## config.mk

```make
export PLATFORM = sky130hd
export DESIGN_NAME = scalable_mix_pipe
export DESIGN_NICKNAME = d
export VERILOG_FILES = /design/src/rtl/scalable_mix_pkg.sv /design/src/rtl/scalable_mix_stage.sv /design/src/rtl/scalable_mix_pipe.sv
export SDC_FILE = /design/constraint.sdc
export NUM_CORES = 1
export LEC_CHECK = 0
export ABC_AREA = 1
export BUFFER_PORTS_ARGS = -buffer_cell sky130_fd_sc_hd__buf_2
export CAP_MARGIN = 20
export CORE_MARGIN = 2
export CORE_UTILIZATION = 59
export CTS_CLUSTER_DIAMETER = 30
export DETAILED_ROUTE_END_ITERATION = 8
export PLACE_DENSITY = 0.81
export SYNTH_ARGS = -nofsm -noshare
export SYNTH_HDL_FRONTEND = slang
export SYNTH_SLANG_ARGS = --single-unit
export TNS_END_PERCENT = 100
```

## constraint.sdc

```tcl
create_clock -name clk -period 1.8 [get_ports clk]
set_clock_uncertainty 0.2 [all_clocks]
set_input_delay 0 -clock clk [delete_from_list [all_inputs] [get_ports clk]]
set_output_delay 0 -clock clk [all_outputs]
set_load 0.05 [all_outputs]
```

## src/rtl/scalable_mix_pkg.sv

```systemverilog
// Shared mode encodings, default sizes and the width-generic rotate helper
// for the scalable mixing pipe.
package scalable_mix_pkg;

  localparam logic MIX_OR  = 1'b0;
  localparam logic MIX_XOR = 1'b1;

  localparam int unsigned DEF_N = 6;
  localparam int unsigned DEF_W = 7;
  localparam int unsigned DEF_S = 3;

  // Widest channel the rotate helper supports; narrower values are zero-extended.
  localparam int unsigned MAX_W = 64;
  localparam int unsigned IDX_W = $clog2(MAX_W);

  // Rotate the low w bits of x left by one; bits at and above w come back as zero.
  function automatic logic [MAX_W-1:0] rotl1(input logic [MAX_W-1:0] x, input int unsigned w);
    logic [MAX_W-1:0] r;
    r = '0;
    r[0] = x[IDX_W'(w - 1)];
    for (int unsigned i = 1; i < MAX_W; i++) begin
      if (i < w) r[IDX_W'(i)] = x[IDX_W'(i - 1)];
    end
    return r;
  endfunction

endpackage

```

## src/rtl/scalable_mix_stage.sv

```systemverilog
// One registered mixing stage: applies the OR/XOR neighbour mix on load and
// participates in the valid/ready chain.
module scalable_mix_stage
  import scalable_mix_pkg::*;
#(
  parameter int unsigned N = DEF_N,
  parameter int unsigned W = DEF_W
) (
  input  logic           clk,
  input  logic           rst_n,
  input  logic           i_valid,
  input  logic [N*W-1:0] i_data,
  input  logic           i_mode,
  input  logic           i_dn_ready,
  output logic           o_ready_c,
  output logic           o_valid,
  output logic [N*W-1:0] o_data,
  output logic           o_mode
);

  localparam int unsigned NW = N * W;

  logic          r_valid;
  logic [NW-1:0] r_data;
  logic          r_mode;
  logic [NW-1:0] w_mix;

  // Each channel combines with its rotated upper neighbour, wrapping at N-1.
  for (genvar c = 0; c < N; c++) begin : g_ch
    logic [W-1:0] w_self;
    logic [W-1:0] w_rot;
    assign w_self = i_data[c*W +: W];
    assign w_rot  = W'(rotl1(MAX_W'(i_data[((c + 1) % N)*W +: W]), W));
    assign w_mix[c*W +: W] = (i_mode == MIX_XOR) ? (w_self ^ w_rot) : (w_self | w_rot);
  end

  assign o_ready_c = !r_valid || i_dn_ready;

  // An invalid source clears valid but leaves the data register untouched.
  always_ff @(posedge clk) begin
    if (!rst_n) begin
      r_valid <= 1'b0;
      r_data  <= '0;
      r_mode  <= MIX_OR;
    end else if (o_ready_c) begin
      r_valid <= i_valid;
      if (i_valid) begin
        r_data <= w_mix;
        r_mode <= i_mode;
      end
    end
  end

  assign o_valid = r_valid;
  assign o_data  = r_data;
  assign o_mode  = r_mode;

endmodule

```

## src/rtl/scalable_mix_pipe.sv

```systemverilog
// N-channel, W-bit, S-stage mixing pipe with valid/ready flow control.
// Define SCALABLE_MIX_PIPE_COUNT_EN to add the 16-bit downstream transfer counter.
module scalable_mix_pipe
  import scalable_mix_pkg::*;
#(
  parameter int unsigned N = DEF_N,
  parameter int unsigned W = DEF_W,
  parameter int unsigned S = DEF_S
) (
  input  logic           clk,
  input  logic           rst_n,
  input  logic [N*W-1:0] in_data,
  input  logic           in_mode,
  input  logic           in_valid,
  output logic           in_ready,
  output logic [N*W-1:0] out_data,
  output logic           out_mode,
  output logic           out_valid,
  input  logic           out_ready
`ifdef SCALABLE_MIX_PIPE_COUNT_EN
  ,
  output logic [15:0]    xfer_count
`endif
);

  localparam int unsigned NW = N * W;

  logic [NW-1:0] w_data [S+1];
  logic [S:0]    w_valid;
  logic [S:0]    w_mode;
  logic [S:0]    w_ready;

  assign w_data[0]  = in_data;
  assign w_valid[0] = in_valid;
  assign w_mode[0]  = in_mode;
  assign w_ready[S] = out_ready;
  assign in_ready   = w_ready[0];

  for (genvar k = 0; k < S; k++) begin : g_stage
    scalable_mix_stage #(.N(N), .W(W)) u_stage (
      .clk        (clk),
      .rst_n      (rst_n),
      .i_valid    (w_valid[k]),
      .i_data     (w_data[k]),
      .i_mode     (w_mode[k]),
      .i_dn_ready (w_ready[k+1]),
      .o_ready_c  (w_ready[k]),
      .o_valid    (w_valid[k+1]),
      .o_data     (w_data[k+1]),
      .o_mode     (w_mode[k+1])
    );
  end

  assign out_data  = w_data[S];
  assign out_valid = w_valid[S];
  assign out_mode  = w_mode[S];

`ifdef SCALABLE_MIX_PIPE_COUNT_EN
  localparam int unsigned CNT_W = 16;
  logic [CNT_W-1:0] r_xfer_count;

  // Free-running wrap at 0xFFFF is intended.
  always_ff @(posedge clk) begin
    if (!rst_n) begin
      r_xfer_count <= '0;
    end else if (out_valid && out_ready) begin
      r_xfer_count <= r_xfer_count + CNT_W'(1);
    end
  end

  assign xfer_count = r_xfer_count;
`endif

endmodule

```

# [Yosys cells after proc, flatten, opt, wreduce, memory -nomap -nowiden]
# Cells that the tools add are included.
[word_totals] reg_bits=132
[op_classes] mux=18 n_bitwise=36 n_reduce_logical=9
[op_table] operator="2-to-1 mux 7 bit" n=18
[op_table] operator="OR 7 bit" n=18
[op_table] operator="XOR 7 bit" n=18
[op_table] operator="AND reduction 2 bit" n=3
[op_table] operator="logical NOT 1 bit" n=3
[op_table] operator="logical OR 1 bit" n=3

# [Longest topological paths before layout]
# Gate-level depths: netlist of run 1.
[depth] word_depth=5 ltp_mapped=8 ltp_nobuf=8

# [Hierarchy]
# A second synthesis of run 1 with hierarchy kept.
[unflattened] hier_cells=1359 hier_area_um2=8738.4
[modules_own_cells] mod="scalable_mix_stage" instances=3 cells_per_inst=453 area_per_inst_um2=2912.8 seq_area_each_um2=880.8

# [Worst setup path before layout of run 1]
# No wires, ideal clock.
[synth_timing] kind="reg2reg" startpoint="register g_stage[2].u_stage.r_valid" endpoint="register g_stage[0].u_stage.r_data[35]" setup_ns=0.116 t_arrival_ns=1.661 required_time_ns=1.484 setup_slack_ns=-0.177 stages_incl_launch_ff=5 cell_sequence="dfxtp_1 nand4_1 clkbuf_1 a21oi_1 nor2_1"
[synth_via] elab_chain_len=5
[synth_rtl] element="start: declaration" line_no="scalable_mix_stage.sv:23" text="logic r_valid;"
[synth_rtl] element="start signal: assignment" line_no="scalable_mix_stage.sv:46" text="r_valid <= i_valid;"
[synth_rtl] element="logical NOT 1 bit" line_no="scalable_mix_stage.sv:37" text="assign o_ready_c = !r_valid || i_dn_ready;"
[synth_rtl] element="logical OR 1 bit (3 in a row)" line_no="scalable_mix_stage.sv:37"
[synth_rtl] element="via in_ready" line_no="scalable_mix_pipe.sv:15" text="output logic in_ready,"
[synth_rtl] element="AND reduction 2 bit (no source line)"
[synth_rtl] element="end signal: assignment" line_no="scalable_mix_stage.sv:48" text="r_data <= w_mix;"
[synth_rtl] element="end: declaration" line_no="scalable_mix_stage.sv:24" text="logic [NW-1:0] r_data;"
# The timed path passes the listed nets, and every way through them passes these cells.
# A chain may end at the register's enable or synchronous reset.

# [Final worst setup path of run 1]
[layout_timing] startpoint="register g_stage[0].u_stage.r_valid" endpoint="output port in_ready"
[layout_via] elab_chain_len=2
[layout_rtl] element="start: declaration" line_no="scalable_mix_stage.sv:23"
[layout_rtl] element="start signal: assignment" line_no="scalable_mix_stage.sv:46"
[layout_rtl] element="logical NOT 1 bit" line_no="scalable_mix_stage.sv:37"
[layout_rtl] element="logical OR 1 bit" line_no="scalable_mix_stage.sv:37"
[layout_rtl] element="end: declaration" line_no="scalable_mix_pipe.sv:15"
# Every way passes these cells.

==> key figures, run 1 <==
Worst setup path
  – Reg-to-reg startpoint: g_stage[2].u_stage.o_valid$_SDFFE_PN0P_
  – CP Launch Point: g_stage[0].u_stage.o_valid$_SDFFE_PN0P_
  – Crit Reg-Reg Endpoint: g_stage[2].u_stage.o_valid$_SDFFE_PN0P_
  – WP data arrival: 1550 ps
  – Max Fanout on Critical Path: 88
  – Worst Setup End Kind: output port
  – Startpoint Class: flip-flop
  – Worst Reg2Reg Path Length in Cells: 5
  – Crit path largest cell delay: 360 ps
  – Worst R2R Setup Slack: 80 ps
  – Worst setup path class: reg -> out
  – Slowest library cell on the worst path: dfxtp_1
  – WP data required: 1600 ps
  – CP cell instances: nand4_1, clkbuf_16, buf_4

Die
  – Die ar.: 0.0150 mm^2
  – Die W: 123 um
  – Starting Density: 0.600
  – I/O Pins: 92
  – FP Rows: 43
  – Die Y: 123 um
  – Core box area: 0.0138 mm^2

Timing
  – F_max: 572 MHz
  – Hold Vio Cnt, Final: 0
  – Worst-margin pin slew: 696 ps
  – Crit path time final: 1750 ps
  – Slew headroom: 0.535
  – Final setup viols: 0
  – Final Slew Violations: 0
  – Final cycle utilization of the critical path: 0.972
  – Final worst setup slack: 51.1 ps
  – Setup TNS: 0 ps

Place
  – RePlAce Congestion: 0.784
  – Dpl ws: 245 ps
  – PortBufs: 91
  – Final HPWL DP: 12300 um

Worst hold path
  – Worst hold start: in_data[38]
  – HP Class: in -> reg
  – Hold EP: g_stage[0].u_stage.o_data[38]$_SDFFE_PN0P_
  – Hold Crit Depth: 9

Logic synthesis
  – Syn avg cell area: 6.69 um^2
  – Ys Warns: 0
  – Netlist cell types: 17
  – Main area contributors after synthesis: dfxtp_1, ha_1, nor2_1
  – Async SR Flop Fraction: 0
  – Area leader, netlist: dfxtp_1
  – Synth Flop Type: dfxtp_1
  – Post-Syn Nets: 1413
  – Flop and latch count out of synthesis: 132
  – Cell with the most instances after synthesis: nor2_1
  – Register area share after synthesis: 0.318
  – List of most frequent post-synthesis cells: nor2_1, inv_1, nand2_1, o21ai_0, dfxtp_1
  – Synth top area share: 0.318
  – EDFF count, synth: 0
  – Cell Area, Synth: 0.00830 mm^2
  – Synth Instances: 1240

Drt
  – Routed vias: 7239
  – Starting DRC count in detailed routing: 407
  – Detailed Route WL: 17500 um
  – Post-DR vias/cell: 4.87
  – ANT nets after route: 0
  – DRC: 0
  – Drt pass-1 iters: 5
  – Drt wl/cell: 11.8 um

Outcome
  – Status: finished, final reports clean

GRT
  – Pin count of the biggest net entering global routing: 131
  – First-pass GRT wire length: 29100 um
  – Vias in the first global route: 6424
  – Initial antenna violation count: 0
  – Tot GR Track Use: 0.239
  – GRT overflow: 0

CTS
  – CTS H-tree depth: 4
  – CTS tree: built
  – Clock transition at the registers of the reported paths: 60 ps
  – Maximum clock path buffer count: 2
  – Root buf cell: clkbuf_16
  – Clock sinks: 132
  – Num CTS Buffers: 17
  – Clock Latency Late Sink: 420 ps

Cells and area
  – Inserted Diodes: 0
  – Syn-to-layout area delta: 15.2%
  – FILL cells: 1170
  – Layout cell share with drive strength beyond 1: 0.107
  – Nets: 1465

Pwr
  – Peak supply drop: 0.715 mV
  – P per Cell Area: 907 mW/mm^2
  – Static Leak: 0.00481 uW

Flow run
  – Max-Cap Viols: 0
==> registers in the layout, summed over array words and instances, names as in the netlist <==
register,flops
g_stage.u_stage.o_mode,3
g_stage.u_stage.o_valid,3
g_stage.u_stage.o_data,126
==> metrics by stage <==
stage	std cells	power [uW]	hold slack, ps	util	area [um^2]
6_report	1485	8670	7.84	0.692	9560
5_1_grt	1485	9160	56.8	0.692	9560
2_1_floorplan	1240	4520	-20.3	-	8300
3_3_place_gp	1446	4840	106	0.637	8800
4_1_cts	1484	8700	3.40	0.688	9520
3_5_place_dp	1446	4920	121	0.637	8800
==> worst max-delay path, delay by kind of cell, from the launching register on <==
kind,cells,cell delay [ps]
buffers and inverters,2,560
DFF,1,360
and+or+nand+nor,1,170
==> logic make-up after synthesis <==
logic type,count (synthesis),share of synthesized area
flip-flops,132,0.318
adder cells (fa/ha/maj),126,0.190
AO/OA/AOI/OAI,216,0.130
AND/OR/NAND/NOR,516,0.241
buffers and inverters,250,0.121
==> worst max-delay path by stage <==
stage                                                 end  depth (start not counted)
2_1_floorplan      g_stage[0].u_stage.o_mode$_SDFFE_PN0P_                          4
3_3_place_gp   g_stage[1].u_stage.o_data[40]$_SDFFE_PN0P_                          5
3_5_place_dp   g_stage[2].u_stage.o_data[34]$_SDFFE_PN0P_                          5
4_1_cts           g_stage[2].u_stage.o_valid$_SDFFE_PN0P_                          5
5_1_grt                                          in_ready                          3
6_report                                         in_ready                          3
==> timing repair <==
action | in CTS | in global routing
gates cloned | 0 | 1
buffers inserted | 0 | 0
hold endpoints to repair | 131 | 0
resized for setup | 1 | 4
hold buffers | 6 | 0
setup endpoints to repair | 1 | 2
==> routing by layer <==
layer	global-route usage	vias to the layer above	share of wire
met1	0.319	3017	0.49
li1	-	4006	-
met5	0	-	0
met2	0.392	188	0.46
met4	0.0876	0	0.018
met3	0.0367	28	0.039
==> layout by cell type (no fill, tap or decap), types with 2 or more instances in the layout <==
cell / synthesis / final
buf_4: 4 / 4
dfxtp_1: 132 / 129
ha_1: 126 / 126
dlygate4sd3_1: 0 / 6
o21ai_1: 14 / 14
bufinv_16: 0 / 5
nor2_1: 299 / 299
nand2_1: 171 / 171
buf_12: 0 / 5
buf_2: 29 / 90
clkbuf_16: 0 / 19
dfxtp_2: 0 / 3
clkinv_4: 0 / 3
clkinv_2: 0 / 2
clkbuf_1: 36 / 2
o21ai_0: 156 / 156
a21oi_1: 46 / 46
inv_1: 171 / 171
nand3_1: 44 / 44
inv_2: 3 / 3
==> area by class of cell <==
class	count	area (um^2)	area share
Clock inverter	12	203	0.0212
Inverter	174	653	0.0683
Timing Repair Buffer	109	733	0.0767
Sequential cell	132	2650	0.277
Multi-Input combinational cell	858	4650	0.487
Tap cell	180	225	0.0236
Clock buffer	20	447	0.0467
==> power by group <==
group / internal, uW / switching [uW]
combinational: 605 / 1060
sequential: 3130 / 110
clock: 2500 / 1270
No activity file was read; power rests on OpenSTA's default activity.
==> run 2, diff against run 1 <==
Settings changed: GPL_ROUTABILITY_DRIVEN set to 0, SETUP_SLACK_MARGIN set to 0.1.
==> run 2 against run 1 <==
  * Die area unchanged
  * Utilization decreased by 0.091 points
  * First-iteration DRC count increased by 2.5%
  * Sequential cell count unchanged
  * Combinational power hardly changed
  * Hold slack lost 2.2 ps
  * Critical endpoint unchanged
  * Worst setup slack improved by 80 ps
==> key figures, run 2 (synthesis results as in run 1) <==
Cells and area
  – Inserted Diodes: 0
  – Syn-to-layout area delta: 15.0%
  – Commonest non-fill, non-tap cells in the layout: nor2_1, inv_1, nand2_1
  – Largest register FFs: 126
  – Nets: 1465
  – Layout cell share with drive strength beyond 1: 0.108
  – Commonest non-fill, non-tap cell in the layout: nor2_1

CTS
  – Maximum clock path buffer count: 2
  – Clock Latency Late Sink: 420 ps
  – Clock transition at the registers of the reported paths: 60 ps
  – Num CTS Buffers: 17
  – Root buf cell: clkbuf_16
  – Clock sinks: 132
  – CTS H-tree depth: 4
  – CTS tree: built

Timing
  – Slew headroom: 0.536
  – Crit path time final: 1670 ps
  – Hold Vio Cnt, Final: 0
  – Min Hold Slack: 5.69 ps
  – Setup TNS: 0 ps
  – Final Slew Violations: 0
  – Final cycle utilization of the critical path: 0.927
  – Final worst setup slack: 131 ps
  – F_max: 599 MHz
  – RSZ-0062 raised after global routing: true
  – Worst-margin pin slew: 695 ps
  – Final setup viols: 0

Worst setup path
  – Startpoint Class: flip-flop
  – CP cell instances: nand4_1, buf_12, buf_4
  – Crit path largest cell delay: 380 ps
  – WP data required: 1600 ps
  – Slowest library cell on the worst path: dfxtp_1
  – WP data arrival: 1470 ps
  – Worst Setup End Kind: output port
  – Worst setup path class: reg -> out
  – CP Launch Point: g_stage[0].u_stage.o_valid$_SDFFE_PN0P_
  – Reg-to-reg startpoint: g_stage[0].u_stage.o_valid$_SDFFE_PN0P_
  – Max Fanout on Critical Path: 44

Drt
  – Detailed Route WL: 17400 um
  – Drt wl/cell: 11.7 um
  – ANT nets after route: 0
  – DRC: 0
  – Starting DRC count in detailed routing: 417
  – Post-DR vias/cell: 4.88
  – Drt pass-1 iters: 6
  – Routed vias: 7242

Pwr
  – Comb power frac: 0.191
  – Static Leak: 0.00481 uW
  – Sw Ratio: 0.281
  – Clock power frac: 0.435
  – P_sw: 2430 uW
  – Internal power: 6220 uW
  – Sequential power share: 0.374
  – Peak supply drop: 0.706 mV
  – P per Cell Area: 905 mW/mm^2

Die
  – Die Y: 123 um
  – FP Rows: 43
  – I/O Pins: 92
  – Starting Density: 0.600
  – Die W: 123 um
  – Die ar.: 0.0150 mm^2
  – Core box area: 0.0138 mm^2

Worst hold path
  – HP Class: in -> reg
  – Worst hold start: in_data[38]

GRT
  – First-pass GRT wire length: 29500 um
  – Pin count of the biggest net entering global routing: 131
  – GRT overflow: 0
  – Tot GR Track Use: 0.243
  – Vias in the first global route: 6465
  – Initial antenna violation count: 0

Outcome
  – Status: finished, final reports clean

Flow run
  – Max-Cap Viols: 0

Place
  – Final HPWL DP: 12300 um
  – PortBufs: 91
  – Dpl ws: 245 ps
==> run 2: cell count changes in the layout (fill, tap and decap cells not counted) <==
cell and change:
bufbuf_16 +1, clkbuf_16 -2, buf_8 -1, buf_12 +2, dlygate4sd3_1 -1, buf_16 -1, inv_2 -1, inv_4 +1
buf_4 +2
==> run 2: cell type report <==
cell class	count	area, um^2
multi-input combinational	858	4650
fill	1166	4280
sequential	132	2650
timing repair buffer	109	718
inverter	174	656
clock buffer	20	447
tap	180	225
clock inverter	12	203
==> run 2: worst paths after layout <==
path                                                endpoint  slack [ps]  cells past startpoint
hold reg to reg    g_stage[1].u_stage.o_data[4]$_SDFFE_PN0P_         280                      2
setup reg to reg  g_stage[0].u_stage.o_data[30]$_SDFFE_PN0P_         140                      5
hold / removal    g_stage[0].u_stage.o_data[38]$_SDFFE_PN0P_           6                      9
setup / recovery                                    in_ready         130                      3
==> run 2: through the flow <==
stage          std cells   util  power [uW]  instance area (um^2)
6_report            1485  0.691        8650                  9550
5_1_grt             1485  0.691        9150                  9550
4_1_cts             1485  0.690        8700                  9550
3_5_place_dp        1446  0.637        4920                  8800
3_3_place_gp        1446  0.637        4840                  8800
2_1_floorplan       1240      -        4520                  8300
==> run 2: power groups by stage <==
stage | Combinational (uW) | Sequential (uW) | Clock (uW)
6_report | 1650 | 3240 | 3760
5_1_grt | 1930 | 3260 | 3960
4_1_cts | 1650 | 3240 | 3810
3_5_place_dp | 1620 | 3300 | 0
3_3_place_gp | 1550 | 3290 | 0
2_1_floorplan | 1070 | 3450 | 0
==> run 2: per-layer routing <==
layer | part of all wire | track usage | up-vias | routed length (um)
met1 | 0.48 | 0.324 | 3045 | 8440
met3 | 0.039 | 0.0367 | 25 | 682
li1 | - | - | 3997 | -
met5 | 0 | 0 | - | 0
met4 | 0.017 | 0.0876 | 0 | 299
met2 | 0.46 | 0.398 | 175 | 8010
==> run 2: worst max-delay path: cells and delay by family, from the launching register on <==
| family | cells | cell delay, ps |
|---|---|---|
| simple gates | 1 | 210 |
| flops | 1 | 380 |
| buf+inv | 2 | 450 |
==> run 2: repair_timing <==
action	CTS	global route
hold buffers	5	0
setup buffers	1	0
pin swaps	1	0
endpoints found under the setup margin	1	2
cloned	1	0
endpoints found under the hold margin	131	0
resized for setup	1	2
==> run 3, diff against run 2 <==
Settings changed: ABC_AREA 1 to not set, CTS_CLUSTER_DIAMETER 30 to 200.
==> run 3 against run 2 <==
  * The flow now finishes with violations (hold timing)
  * Non-clock buffer count rose by 21
  * Critical path depth is 4 higher
  * Power decreased by 3.7%
  * Final cell count is 16% lower
  * Critical path type is now in -> reg
==> key figures, run 3 <==
CTS
  – CTS tree: built
  – Root buf cell: clkbuf_16
  – Maximum clock path buffer count: 2
  – Clock transition at the registers of the reported paths: 60 ps
  – CTS H-tree depth: 4
  – Clock sinks: 132
  – Num CTS Buffers: 17
  – Clock Latency Late Sink: 420 ps

GRT
  – Pin count of the biggest net entering global routing: 88
  – GR Util met3: 0.0599
  – Initial antenna violation count: 0
  – Grt met1 use: 0.340
  – GRT overflow: 0
  – GR Layer Usage met2: 0.479
  – GR peak layer: met2
  – Tot GR Track Use: 0.281
  – Vias in the first global route: 6948
  – First-pass GRT wire length: 33200 um

Timing
  – Setup TNS: 0 ps
  – Hold Vio Cnt, Final: 1
  – RSZ-0062 raised after global routing: false
  – Final cycle utilization of the critical path: 0.937
  – Final Slew Violations: 0
  – Crit path time final: 1690 ps
  – Final worst setup slack: 113 ps
  – Slew headroom: 0.739
  – Final setup viols: 0
  – Worst-margin pin slew: 392 ps
  – Min Hold Slack: -30.2 ps
  – F_max: 593 MHz

Logic synthesis
  – Post-Syn Nets: 1170
  – Async SR Flop Fraction: 0
  – Simple-gate share of the synthesized area: 0.0887
  – Syn avg cell area: 8.28 um^2
  – Main combinational cell family by area after synthesis: compound AO/OA/AOI/OAI gates
  – Main area contributors after synthesis: dfxtp_1, ha_1, a21oi_1
  – EDFF count, synth: 0
  – List of most frequent post-synthesis cells: a21oi_1, dfxtp_1, inv_1, nor2_1, ha_1
  – Synth Area in XOR/XNOR: 0
  – Netlist cell types: 28
  – Synth Flop Type: dfxtp_1
  – Synth Instances: 997
  – Flop and latch count out of synthesis: 132
  – Synth top area share: 0.320
  – Cell Area, Synth: 0.00825 mm^2
  – Register area share after synthesis: 0.320
  – Mux contribution to synthesized area: 0.00121
  – Ys Warns: 0
  – Synth Area in Compound Gates: 0.292
  – Area leader, netlist: dfxtp_1
  – Post-Synth Adder-Cell Area: 0.191
  – Cell with the most instances after synthesis: a21oi_1

Worst setup path
  – WP data arrival: 1790 ps
  – Critical path's most frequent cell: dlygate4sd3_1
  – Worst setup path class: in -> reg
  – Max Fanout on Critical Path: 2
  – Crit path largest cell delay: 580 ps
  – Worst path bufs/invs: 4
  – CP delay by family, top: buffers and inverters
  – Worst Setup End Kind: flip-flop
  – Slowest library cell on the worst path: dlygate4sd3_1
  – Crit path depth: 7
  – Startpoint Class: input pin
  – WP data required: 1900 ps
  – Worst Reg2Reg Path Length in Cells: 4
  – CP cell instances: dlygate4sd3_1, buf_2, inv_2, ha_1, dlygate4sd3_1, a21oi_2, a211oi_2

Drt
  – DRC: 0
  – Detailed Route WL: 20500 um
  – Drt wl/cell: 16.4 um
  – Starting DRC count in detailed routing: 683
  – ANT nets after route: 0
  – Post-DR vias/cell: 5.84
  – Routed vias: 7312
  – Drt pass-1 iters: 7

Cells and area
  – Largest register FFs: 126
  – Layout cell share with drive strength beyond 1: 0.175
  – Commonest non-fill, non-tap cells in the layout: a21oi_1, dfxtp_1, inv_1
  – Commonest non-fill, non-tap cell in the layout: a21oi_1
  – Syn-to-layout area delta: 16.4%
  – Nets: 1233
  – Inserted Diodes: 0
  – Cell area after layout: 0.00960 mm^2
  – Cell Count, Final, Fillers Out: 1252

Place
  – Dpl ws: 225 ps
  – Area after DPL: 0.00885 mm^2
  – PortBufs: 91
  – Placed cell count: 1202
  – Final HPWL DP: 13700 um

Worst hold path
  – HP Class: in -> reg
  – Hold Crit Depth: 6

Pwr
  – Static Leak: 0.00423 uW
  – Sequential power share: 0.389
  – Clock power frac: 0.397
  – Sw Ratio: 0.294
  – Internal power: 5880 uW
  – Peak supply drop: 0.728 mV
  – Comb power frac: 0.215
  – P per Cell Area: 867 mW/mm^2
  – P_sw: 2450 uW

Die
  – FP Rows: 43
  – Die ar.: 0.0150 mm^2
  – I/O Pins: 92
  – Core box area: 0.0138 mm^2
  – Die W: 122 um
  – Die Y: 122 um
  – Starting Density: 0.599

Outcome
  – Status: finished with violations
  – Failing checks: hold timing

Flow run
  – Max-Cap Viols: 0
## run 3: changes by cell type after synthesis, moves of 13 or more
cell / previous run / this run
a21oi_1: 46 / 199
o21ai_1: 14 / 1
a211oi_1: 0 / 81
nor2_1: 299 / 127
o21ai_0: 156 / 2
nand2_1: 171 / 2
o2111ai_1: 0 / 28
inv_1: 171 / 130
o31ai_2: 0 / 23
a211oi_2: 0 / 16
nand3_1: 44 / 1
and2_1: 0 / 30
## run 3: routing by layer
layer / vias up / part of all wire
met3: 74 / 0.039
met5: - / 0
met1: 3389 / 0.43
met4: 0 / 0.036
met2: 221 / 0.49
li1: 3628 / -
## run 3: metrics by stage
stage	hold slack [ps]	util	power, uW
2_1_floorplan	-38.1	-	4540
3_3_place_gp	279	0.642	4930
3_5_place_dp	285	0.642	4990
4_1_cts	4.44	0.698	8310
5_1_grt	13.1	0.697	8720
6_report	-30.2	0.697	8330
## run 3: worst min-delay path, stage by stage
cell	delay [ps]
buf_2	100
inv_1	80
ha_1	140
nor2_1	40
a21oi_2	110
a211oi_2	70
## run 3: kinds of logic (layout without fill, tap and decap cells)
logic type,after synthesis,count (layout)
buffers and inverters,216,291
AOI/OAI and AO/OA,357,357
adders and majority gates,126,126
DFF,132,132
muxes,1,1
and+or+nand+nor,165,165
## run 3: final cells by class
class | count | area, um^2
Multi-Input combinational cell | 649 | 4740
Fill cell | 1039 | 4170
Sequential cell | 132 | 2650
Timing Repair Buffer | 130 | 950
Inverter | 130 | 490
Clock buffer | 26 | 479
Tap cell | 180 | 225
Clock inverter | 5 | 75.1
## run 3: repair_timing
item                       in CTS  in global routing
gates resized for setup         0                  6
hold buffers                   21                  0
hold endpoints to repair       35                  0
setup endpoints to repair       0                 12
setup buffers                   0                  0
## run 3: power by group through the flow
stage / Sequential, uW / Clock [uW] / Combinational, uW
finish: 3230 / 3300 / 1790
global route: 3250 / 3460 / 2020
CTS: 3230 / 3310 / 1770
detailed placement: 3290 / 0 / 1700
global placement: 3290 / 0 / 1650
floorplan: 3440 / 0 / 1100
## run 3: worst paths after layout
kind | start | end | slack, ps
worst min-delay path | in_data[21] | g_stage[0].u_stage.o_data[21]$_SDFFE_PN0P_ | -30
worst max register to register | g_stage[2].u_stage.o_valid$_SDFFE_PN0P_ | g_stage[0].u_stage.o_data[20]$_SDFFE_PN0P_ | 220
worst max-delay path | in_data[38] | g_stage[0].u_stage.o_data[38]$_SDFFE_PN0P_ | 110
worst min register to register | g_stage[2].u_stage.o_data[37]$_SDFFE_PN0P_ | g_stage[2].u_stage.o_data[37]$_SDFFE_PN0P_ | 300
